[config.mk]
export PLATFORM = sky130hd
export DESIGN_NAME = tree_adder_sequencer
export DESIGN_NICKNAME = d
export VERILOG_FILES = /design/src/rtl/tree_adder_sequencer.sv
export SDC_FILE = /design/constraint.sdc
export NUM_CORES = 1
export LEC_CHECK = 0
export CELL_PAD_IN_SITES_DETAIL_PLACEMENT = 1
export CELL_PAD_IN_SITES_GLOBAL_PLACEMENT = 2
export CORE_MARGIN = 4
export CORE_UTILIZATION = 20
export DETAILED_ROUTE_END_ITERATION = 16
export PLACE_DENSITY = 0.82
export SLEW_MARGIN = 20
export SYNTH_ARGS = -nofsm -noshare
export SYNTH_HDL_FRONTEND = slang
export SYNTH_SLANG_ARGS = --single-unit
[constraint.sdc]
create_clock -name clk -period 1.25 [get_ports clk]
set_clock_uncertainty 0.1 [all_clocks]
set_input_delay 0.125 -clock clk [delete_from_list [all_inputs] [get_ports clk]]
set_output_delay 0.125 -clock clk [all_outputs]
set_load 0.05 [all_outputs]
[src/rtl/tree_adder_sequencer.sv]
// Sequences one tree-adder reduction: LOAD a source plane, SUM log2(side) passes, CAPTURE pixel [0][0], then hold it for a ready/valid handshake.
// Optional accumulator of captured sums is enabled by defining TREE_ADDER_SEQ_ACC_EN.
module tree_adder_sequencer #(
    parameter int IMGSIDELENGTH  = 64,
    parameter int ADDER_DATASIZE = 16,
    parameter int CMD_WIDTH      = 4
) (
    input  logic                          clk,
    input  logic                          rst,
    input  logic                          start,
    input  logic [1:0]                    src_sel,
    input  logic [ADDER_DATASIZE-1:0]     sum_in,
    output logic [CMD_WIDTH-1:0]          cmd_out,
    output logic                          busy,
    output logic [ADDER_DATASIZE-1:0]     result,
    output logic                          result_valid,
    input  logic                          result_ready
`ifdef TREE_ADDER_SEQ_ACC_EN
    ,
    input  logic                          acc_clr,
    output logic [2*ADDER_DATASIZE-1:0]   acc_out
`endif
);

    localparam int PASSES = $clog2(IMGSIDELENGTH);
    localparam int CNT_W  = $clog2(PASSES) + 1;

    localparam logic [CMD_WIDTH-1:0] CMD_IDLE = CMD_WIDTH'(0);
    localparam logic [CMD_WIDTH-1:0] CMD_LOAD = CMD_WIDTH'(1);
    localparam logic [CMD_WIDTH-1:0] CMD_SUM  = CMD_WIDTH'(4);

    typedef enum logic [2:0] {
        S_IDLE,
        S_LOAD,
        S_SUM,
        S_CAPTURE,
        S_DONE
    } state_t;

    state_t               state;
    state_t               state_nxt;
    logic [CNT_W-1:0]     pass_cnt;
    logic [CMD_WIDTH-1:0] cmd_nxt;
    logic                 last_pass;

    assign last_pass = (pass_cnt == CNT_W'(PASSES - 1));

    always_ff @(posedge clk) begin
        if (rst) begin
            state   <= S_IDLE;
            cmd_out <= CMD_IDLE;
        end else begin
            state   <= state_nxt;
            cmd_out <= cmd_nxt;
        end
    end

    always_comb begin
        state_nxt = state;
        case (state)
            S_IDLE:    if (start && (src_sel != 2'd3)) state_nxt = S_LOAD;
            S_LOAD:    state_nxt = S_SUM;
            S_SUM:     if (last_pass) state_nxt = S_CAPTURE;
            S_CAPTURE: state_nxt = S_DONE;
            S_DONE:    if (result_ready) state_nxt = S_IDLE;
            default:   state_nxt = S_IDLE;
        endcase
    end

    // LOAD is only entered from IDLE, so src_sel here is the value sampled with start.
    always_comb begin
        cmd_nxt      = CMD_IDLE;
        busy         = (state != S_IDLE);
        result_valid = (state == S_DONE);
        case (state_nxt)
            S_LOAD:  cmd_nxt = CMD_LOAD + CMD_WIDTH'(src_sel);
            S_SUM:   cmd_nxt = CMD_SUM;
            default: cmd_nxt = CMD_IDLE;
        endcase
    end

    always_ff @(posedge clk) begin
        if (rst) begin
            pass_cnt <= '0;
        end else if (state == S_SUM) begin
            pass_cnt <= pass_cnt + CNT_W'(1);
        end else begin
            pass_cnt <= '0;
        end
    end

    always_ff @(posedge clk) begin
        if (rst) begin
            result <= '0;
        end else if (state == S_CAPTURE) begin
            result <= sum_in;
        end
    end

`ifdef TREE_ADDER_SEQ_ACC_EN
    logic [2*ADDER_DATASIZE-1:0] sum_ext;
    assign sum_ext = {{ADDER_DATASIZE{1'b0}}, sum_in};

    // A clear coinciding with a capture restarts the total from this capture.
    always_ff @(posedge clk) begin
        if (rst) begin
            acc_out <= '0;
        end else if (state == S_CAPTURE) begin
            acc_out <= acc_clr ? sum_ext : (acc_out + sum_ext);
        end else if (acc_clr) begin
            acc_out <= '0;
        end
    end
`endif

endmodule
---- Word level (Yosys, flattened, before mapping) ----
Cells that the tools add are included.
operators by class
  order comparisons ....................... 0
  div/mod/pow operators ................... 0
  mux-type cells .......................... 5
  eq/ne operators ......................... 8
  bitwise logic cells ..................... 1
  add/sub/neg operators ................... 2
  $mul .................................... 0
  shift operators ......................... 0
  reduce and logical (&&, ||, !) cells .... 4
operators by type and width
  kind                                            number
  case mux 3 bit (5 select lines)                 1
  == test 3 x 2 -> 1 bit (second input constant)  3
  2-to-1 mux 3 bit                                3
  == test 3 x 1 -> 1 bit (second input constant)  2
  case mux 3 bit (2 select lines)                 1
  adder 4 x 1 -> 4 bit (second input constant)    1
  == test 4 x 3 -> 1 bit (second input constant)  1
  adder 1 x 2 -> 3 bit (first input constant)     1
  == test 3 bit (second input constant)           1
  zero test 3 bit                                 1
  nonzero test 3 bit                              1
  != test 2 bit (second input constant)           1
  OR reduction 2 bit                              1
  logical AND 1 bit                               1
  NOT 1 bit                                       1
storage, ports and cells
  bits in read-only memories .............. 0
  input bits .............................. 22
  bits in latches ......................... 0
  output and inout bits ................... 22
  bits in writable memories ............... 0
  register bits ........................... 27
  logic and storage cells ................. 24
  memories kept ........................... 0

---- Longest topological paths before layout ----
Gate-level depths: netlist of the first run.
  depth in word-level cells ............... 6
  mapped depth ............................ 6
  mapped depth without buffers ............ 5

---- Least setup slack after synthesis of the first run ----
Ideal clock, no wire load.
  path kind ............................... register to register
  from .................................... register state[2]
  to ...................................... register state[2]
  data required time ...................... 1.079 ns
  setup time .............................. 0.071 ns
  setup slack ............................. -0.870 ns
  arrival ................................. 1.949 ns
  clock period less this slack ............ 2.120 ns
  buffers on the path ..................... 1
  cell stages (with the launch flop) ...... 5
  path through ............................ dfxtp_1 > buf_2 > nor3b_1 > nand2b_1 > a21oi_1
between the ends
  word-level cells in the longest chain between the ends .. 2
  elaborated cells between the ends (all ways) .. 9
  classes of those cells .................. 4 x eq/ne; 4 x mux; 1 x reduce/logical
RTL lines
  item                             RTL line  source
  start, declared                  40        state_t state;
  start signal, assigned           53        state <= state_nxt;
  == test 3 bit                    -
  named net result_valid           16        output logic result_valid,
  case mux 3 bit (5 select lines)  60        case (state)
The timed path passes the listed nets, and every way through them passes these cells.
A chain may end at the register's enable or synchronous reset.

---- Final worst setup path of the first run ----
  from .................................... register state[0]
  to ...................................... register cmd_out[1]
between the ends
  word-level cells in the longest chain between the ends .. 4
  elaborated cells between the ends (all ways) .. 12
  classes of those cells .................. 6 x eq/ne; 5 x mux; 1 x reduce/logical
RTL lines
  item                                                              RTL line  source
  == test 3 bit, or another cell as far along                       60
  case mux 3 bit (5 select lines) *                                 60
  == test 3 x 2 -> 1 bit or == test 3 x 1 -> 1 bit (tied branches)  75        case (state_nxt)
  case mux 3 bit (2 select lines) *                                 75
  end signal, assigned                                              54        cmd_out <= cmd_nxt;
  end, declared                                                     13        output logic [CMD_WIDTH-1:0] cmd_out,
Mark *: on every way between the ends. The rest lies on a longest branch, timed or not.

==> results.sh, run 1 <==
export IMPL_power_density_nw_per_um2=938
export IMPL_root_buffer="clkbuf_8"
export IMPL_p_int_mw=1.47
export IMPL_synth_seq_cells=26
export IMPL_dieArea_sq_um=6190
export IMPL_violations="setup timing"
export IMPL_cts_tree="yes"
export IMPL_fp_coreArea_sq_um=4790
export IMPL_p_sw_mw=0.469
export IMPL_grtUsageMet3_pct=2.72
export IMPL_critPathCaptureType="flop"
export IMPL_routed_wl_um=3640
export IMPL_fp_dieW_um=78.7
export IMPL_r2r_end="cmd_out[1]"
export IMPL_gr_usage_all_layers_pct=11.8
export IMPL_fp_row_count=25
export IMPL_antenna_cells=0
export IMPL_drv_cap=0
export IMPL_cts_sinks=26
export IMPL_worstPathArrival_ns=1.57
export IMPL_synth_area_sq_um=1000
export IMPL_critical_path_peak_fanout=5
export IMPL_grt_overflow=0
export IMPL_final_seq_area_sq_um=528
export IMPL_critical_path_required_ns=1.34
export IMPL_hold_buffers=0
export IMPL_p_leak_nw=0.746
export IMPL_busiest_layer="met2"
export IMPL_io_pins=44
export IMPL_grt_pass1_vias=1099
export IMPL_crit_type="reg2reg"
export IMPL_firstDrtPassIters=2
export IMPL_layout_commonest_cell="dfxtp_1"
export IMPL_num_fill_cells=528
export IMPL_report_final_hold_viol_count=0
export IMPL_min_to="cmd_out[0]"
export IMPL_path_clk_slew_ns=0.09
export IMPL_ant_nets=0
export IMPL_p_total_mw=1.94
export IMPL_yosysUniqueCellTypes=27
export IMPL_cts_max_level=1
export IMPL_netlist_instances=112
export IMPL_reg2reg_slack_ns=-0.24
export IMPL_final_cell_mix="dfxtp_1, clkdlybuf4s50_1, buf_12, nand2_2"
export IMPL_setup_ws_ns=-0.235
export IMPL_fin_crit_ns=1.49
export IMPL_route_detailed_drc=0
export IMPL_met2_usage_pct=21.1
export IMPL_peakVddDrop_v=0.000391
export IMPL_syn_to_final_growth_pct=107
export IMPL_comb_power_share_pct=18.4
export IMPL_rsz0062_at_grt="true"
export IMPL_routed_via_count=991
export IMPL_hold_path_class="in2reg"
export IMPL_drt_first_iter_violations=25
export IMPL_clkPwrFrac_pct=36.7
export IMPL_wire_per_inst_um=15.5
export IMPL_yosysWarnings=0
export IMPL_design_area_sq_um=2070
export IMPL_r2r_start="state[0]"
export IMPL_portBuffers=42
export IMPL_numCtsBuffers=3
export IMPL_syn_area_per_cell_sq_um=8.93
export IMPL_start_util_pct=20.9
export IMPL_power_share_switching_pct=24.2
export IMPL_slew_violations=0
export IMPL_dieHeight_um=78.7
export IMPL_finalNetCount=194
export IMPL_ys_seq_area_share_pct=52.1
export IMPL_setup_viol=27
export IMPL_syn_nets=137
export IMPL_pwr_share_seq_pct=44.9
export IMPL_multi_input_area_sq_um=593
export IMPL_hpwl_um=2450
export IMPL_clock_latency_ns=0.27
export IMPL_hold_depth=3
export IMPL_critPathLaunchType="flop"
export IMPL_antenna_found_initial=0
export IMPL_grt_pass1_wl_um=5580
export IMPL_use_met1_pct=12.7
export IMPL_reg2reg_depth=3
export IMPL_run_status="finished with violations"
export IMPL_grt_max_degree=22
export IMPL_timing_final_crit_share_pct=119
export IMPL_post_dp_cell_area_sq_um=1750
export IMPL_setup_tns_ns=-2.04
export IMPL_worstHoldStart="src_sel[0]"
export IMPL_layout_drive_gt1_share_pct=55.4
export IMPL_fmax_ghz=0.673
export IMPL_viasPerCell=4.22
export IMPL_cts_buffer_depth=2
export IMPL_gp_congestion=0.666
export IMPL_timing_hold_ws_ns=0.0670
worst max-delay path by stage:
stage | from | to | slack, ns | depth (start not counted)
after global routing | state[0] | state[0] | -0.26 | 4
after detailed placement | src_sel[0] | cmd_out[1] | -0.54 | 4
after floorplan | state[2] | state[2] | -0.07 | 4
after CTS | state[1] | result_valid | -0.24 | 4
after global placement | src_sel[0] | cmd_out[1] | -0.44 | 4
final | state[0] | cmd_out[1] | -0.24 | 3
sequential cells by signal, indices dropped and copies added (netlist names):
name      flops
pass_cnt      4
result       16
state         3
cmd_out       3
power by group through the flow:
| stage | Clock, mW | Combinational (mW) | Sequential, mW |
|---|---|---|---|
| 2_1_floorplan | 0 | 0.104 | 0.917 |
| 3_3_place_gp | 0 | 0.284 | 0.887 |
| 3_5_place_dp | 0 | 0.294 | 0.888 |
| 4_1_cts | 0.728 | 0.332 | 0.871 |
| 5_1_grt | 0.760 | 0.377 | 0.872 |
| 6_report | 0.712 | 0.357 | 0.869 |
final cells by class:
| class | instances | share of cell area [%] |
|---|---|---|
| inverters | 1 | 0.182 |
| clock inverters | 1 | 1.45 |
| repair buffers | 60 | 38.0 |
| multi-input cells | 77 | 28.7 |
| flip-flops and latches | 26 | 25.6 |
| clock buffers | 3 | 2.00 |
| well taps | 67 | 4.06 |
timing repair:
item / CTS / global route
buffers inserted: 2 / 4
setup endpoints to repair: 27 / 27
pin swaps: 22 / 12
gates cloned: 3 / 0
resized for setup: 42 / 20
worst max-delay path, cell delays in order (launching register included):
cell	delay [ns]
dfxtp_4	0.38
buf_6	0.12
or4b_4	0.57
nor4b_4	0.24
synthesized netlist by cell type:
cell type,n,area [sq um]
inv_1,1,3.75
nor3_1,1,5.00
nand2_1,32,120
and3b_1,1,8.76
nor4_2,1,12.5
buf_2,4,20.0
or4b_4,1,13.8
buf_4,2,15.0
dfxtp_1,26,521
nor2b_1,1,6.26
buf_6,1,11.3
nor2_1,5,18.8
or3_1,1,6.26
clkbuf_1,2,7.51
xor2_1,1,8.76
conb_1,1,3.75
nor3b_1,1,7.51
xnor2_1,2,17.5
nand3b_1,2,15.0
o21ba_1,1,10.0
nor4b_1,1,8.76
nand3_1,1,5.00
nand2b_1,1,6.26
nor4b_2,1,15.0
ha_1,3,37.5
a21oi_1,17,85.1
or4b_1,1,10.0
layer usage:
layer	vias up	share of wire, %
li1	475	-
met1	470	39
met2	33	52
met3	13	4.5
met4	0	4.3
met5	-	0
logic make-up (layout without fill, tap and decap cells):
logic type	count (synthesis)	in the layout	synth area share, %
AOI/OAI and AO/OA	18	18	9.51
xor gates and xnor gates	3	3	2.63
adders and majority gates	3	3	3.76
buffers and inverters	10	65	5.76
DFF	26	26	52.1
other	1	1	0.375
and+or+nand+nor	51	52	25.9
stage by stage:
step	util, %	setup slack, ns	instances
finish	43.2	-0.235	235
global route	43.2	-0.262	235
CTS	41.0	-0.243	231
detailed placement	36.7	-0.536	223
global placement	36.7	-0.441	223
floorplan	-	-0.0732	112
No activity file was read; power rests on OpenSTA's default activity.
==> inputs of run 2 (changes only) <==
==> constraint.sdc (replaced) <==
create_clock -name clk -period 1.25 [get_ports clk]
set_clock_uncertainty 0.1 [all_clocks]
set_input_delay 0.125 -clock clk [delete_from_list [all_inputs] [get_ports clk]]
set_output_delay 0.125 -clock clk [all_outputs]
set_load 0.01 [all_outputs]
==> results.sh, run 2 (synthesized netlist as in run 1, its figures left out) <==
export IMPL_finalNetCount=190
export IMPL_reg2reg_depth=3
export IMPL_reg_largest_list="result: 16 flops, pass_cnt: 4 flops"
export IMPL_critical_path_required_ns=1.34
export IMPL_fmax_ghz=0.714
export IMPL_critPathLaunchType="flop"
export IMPL_stdcell_count=231
export IMPL_setup_viol=23
export IMPL_violations="setup timing"
export IMPL_portBuffers=42
export IMPL_cts_sinks=26
export IMPL_ant_nets=0
export IMPL_setup_tns_ns=-0.959
export IMPL_final_seq_area_sq_um=527
export IMPL_drv_cap=0
export IMPL_firstDrtPassIters=4
export IMPL_fp_coreArea_sq_um=4790
export IMPL_multi_input_area_sq_um=487
export IMPL_run_status="finished with violations"
export IMPL_crit_type="reg2reg"
export IMPL_cts_max_level=1
export IMPL_rsz0062_at_grt="true"
export IMPL_fp_dieW_um=78.7
export IMPL_p_total_mw=1.77
export IMPL_io_pins=44
export IMPL_r2r_end="cmd_out[1]"
export IMPL_r2r_start="state[1]"
export IMPL_hold_depth=3
export IMPL_reg2reg_slack_ns=-0.15
export IMPL_clock_latency_ns=0.27
export IMPL_timing_final_crit_share_pct=112
export IMPL_worstPathArrival_ns=1.50
export IMPL_cts_buffer_depth=2
export IMPL_slew_violations=0
export IMPL_root_buffer="clkbuf_8"
export IMPL_setup_ws_ns=-0.150
export IMPL_grt_overflow=0
export IMPL_grt_max_degree=22
export IMPL_largest_register_ffs=16
export IMPL_top_register="result"
export IMPL_power_density_nw_per_um2=1050
export IMPL_fp_row_count=25
export IMPL_peakVddDrop_v=0.000489
export IMPL_critical_path_peak_fanout=5
export IMPL_drt_first_iter_violations=23
export IMPL_antenna_cells=0
export IMPL_timing_hold_ws_ns=0.152
export IMPL_hold_path_class="in2reg"
export IMPL_routed_via_count=926
export IMPL_final_cell_mix="nand2_1, dfxtp_1, clkdlybuf4s50_1, dlygate4sd2_1, a21oi_1"
export IMPL_gp_congestion=0.717
export IMPL_critPathCaptureType="flop"
export IMPL_start_util_pct=20.9
export IMPL_hpwl_um=2200
export IMPL_dieHeight_um=78.7
export IMPL_path_clk_slew_ns=0.10
export IMPL_p_leak_nw=0.715
export IMPL_wire_per_inst_um=12.4
export IMPL_layout_drive_gt1_share_pct=28.0
export IMPL_cts_tree="yes"
export IMPL_numCtsBuffers=3
export IMPL_gr_usage_all_layers_pct=9.48
export IMPL_worstHoldStart="src_sel[0]"
export IMPL_grt_pass1_wl_um=4690
export IMPL_num_fill_cells=550
export IMPL_grt_pass1_vias=1037
export IMPL_dieArea_sq_um=6190
export IMPL_hold_buffers=0
export IMPL_fin_crit_ns=1.40
export IMPL_min_to="cmd_out[0]"
export IMPL_syn_to_final_growth_pct=69.7
export IMPL_report_final_hold_viol_count=0
export IMPL_routed_wl_um=2860
export IMPL_viasPerCell=4.01
export IMPL_antenna_found_initial=0
export IMPL_place_inst=225
export IMPL_route_detailed_drc=0
run 2: changes by cell type in the layout (fill, tap and decap cells not counted), moves of 3 or more:
cell,change
buf_12,-20
buf_6,-3
dlygate4sd2_1,+20
a21oi_2,-14
nand2_1,+8
a21oi_1,+14
nand2_2,-8
run 2: how the worst max path moves through the flow:
| stage | from | end | slack (ns) | depth (start not counted) |
|---|---|---|---|---|
| after detailed placement | src_sel[0] | cmd_out[1] | -0.48 | 4 |
| final | state[1] | cmd_out[1] | -0.15 | 3 |
| after global routing | state[1] | cmd_out[1] | -0.21 | 3 |
| after floorplan | state[1] | cmd_out[1] | -0.06 | 3 |
| after CTS | state[1] | cmd_out[1] | -0.16 | 3 |
| after global placement | src_sel[0] | cmd_out[1] | -0.44 | 4 |
run 2: power by group:
part | switching (mW) | internal [mW]
Clock | 0.271 | 0.428
Combinational | 0.0851 | 0.131
Sequential | 0.0111 | 0.847
run 2: layout make-up:
class	instances	area share (%)
clock inverter	1	1.77
timing repair buffer	57	30.9
multi-input combinational	76	28.7
sequential	26	31.0
tap	67	4.94
inverter	1	0.221
clock buffer	3	2.43
run 2: critical path, cell delays in order (launching register included):
cell	delay [ns]
dfxtp_2	0.35
buf_6	0.12
or4b_4	0.54
nor4b_2	0.21
run 2: routing by layer:
| metal | wire length, um | track usage [%] |
|---|---|---|
| met4 | 0 | 0.524 |
| met5 | 0 | 0 |
| met1 | 1140 | 10.1 |
| met2 | 1520 | 18.2 |
| met3 | 201 | 3.85 |
run 2: repair_timing:
action	4_1_cts	5_1_grt
setup buffers	1	1
pin swaps	7	4
setup endpoints to repair	42	26
resized for setup	53	8
run 2: stage by stage:
stage	setup slack, ns	area [sq um]	util [%]
after floorplan	-0.0593	1010	-
after global placement	-0.443	1550	32.3
after detailed placement	-0.481	1550	32.3
after CTS	-0.165	1670	34.9
after global routing	-0.208	1700	35.5
final	-0.150	1700	35.5
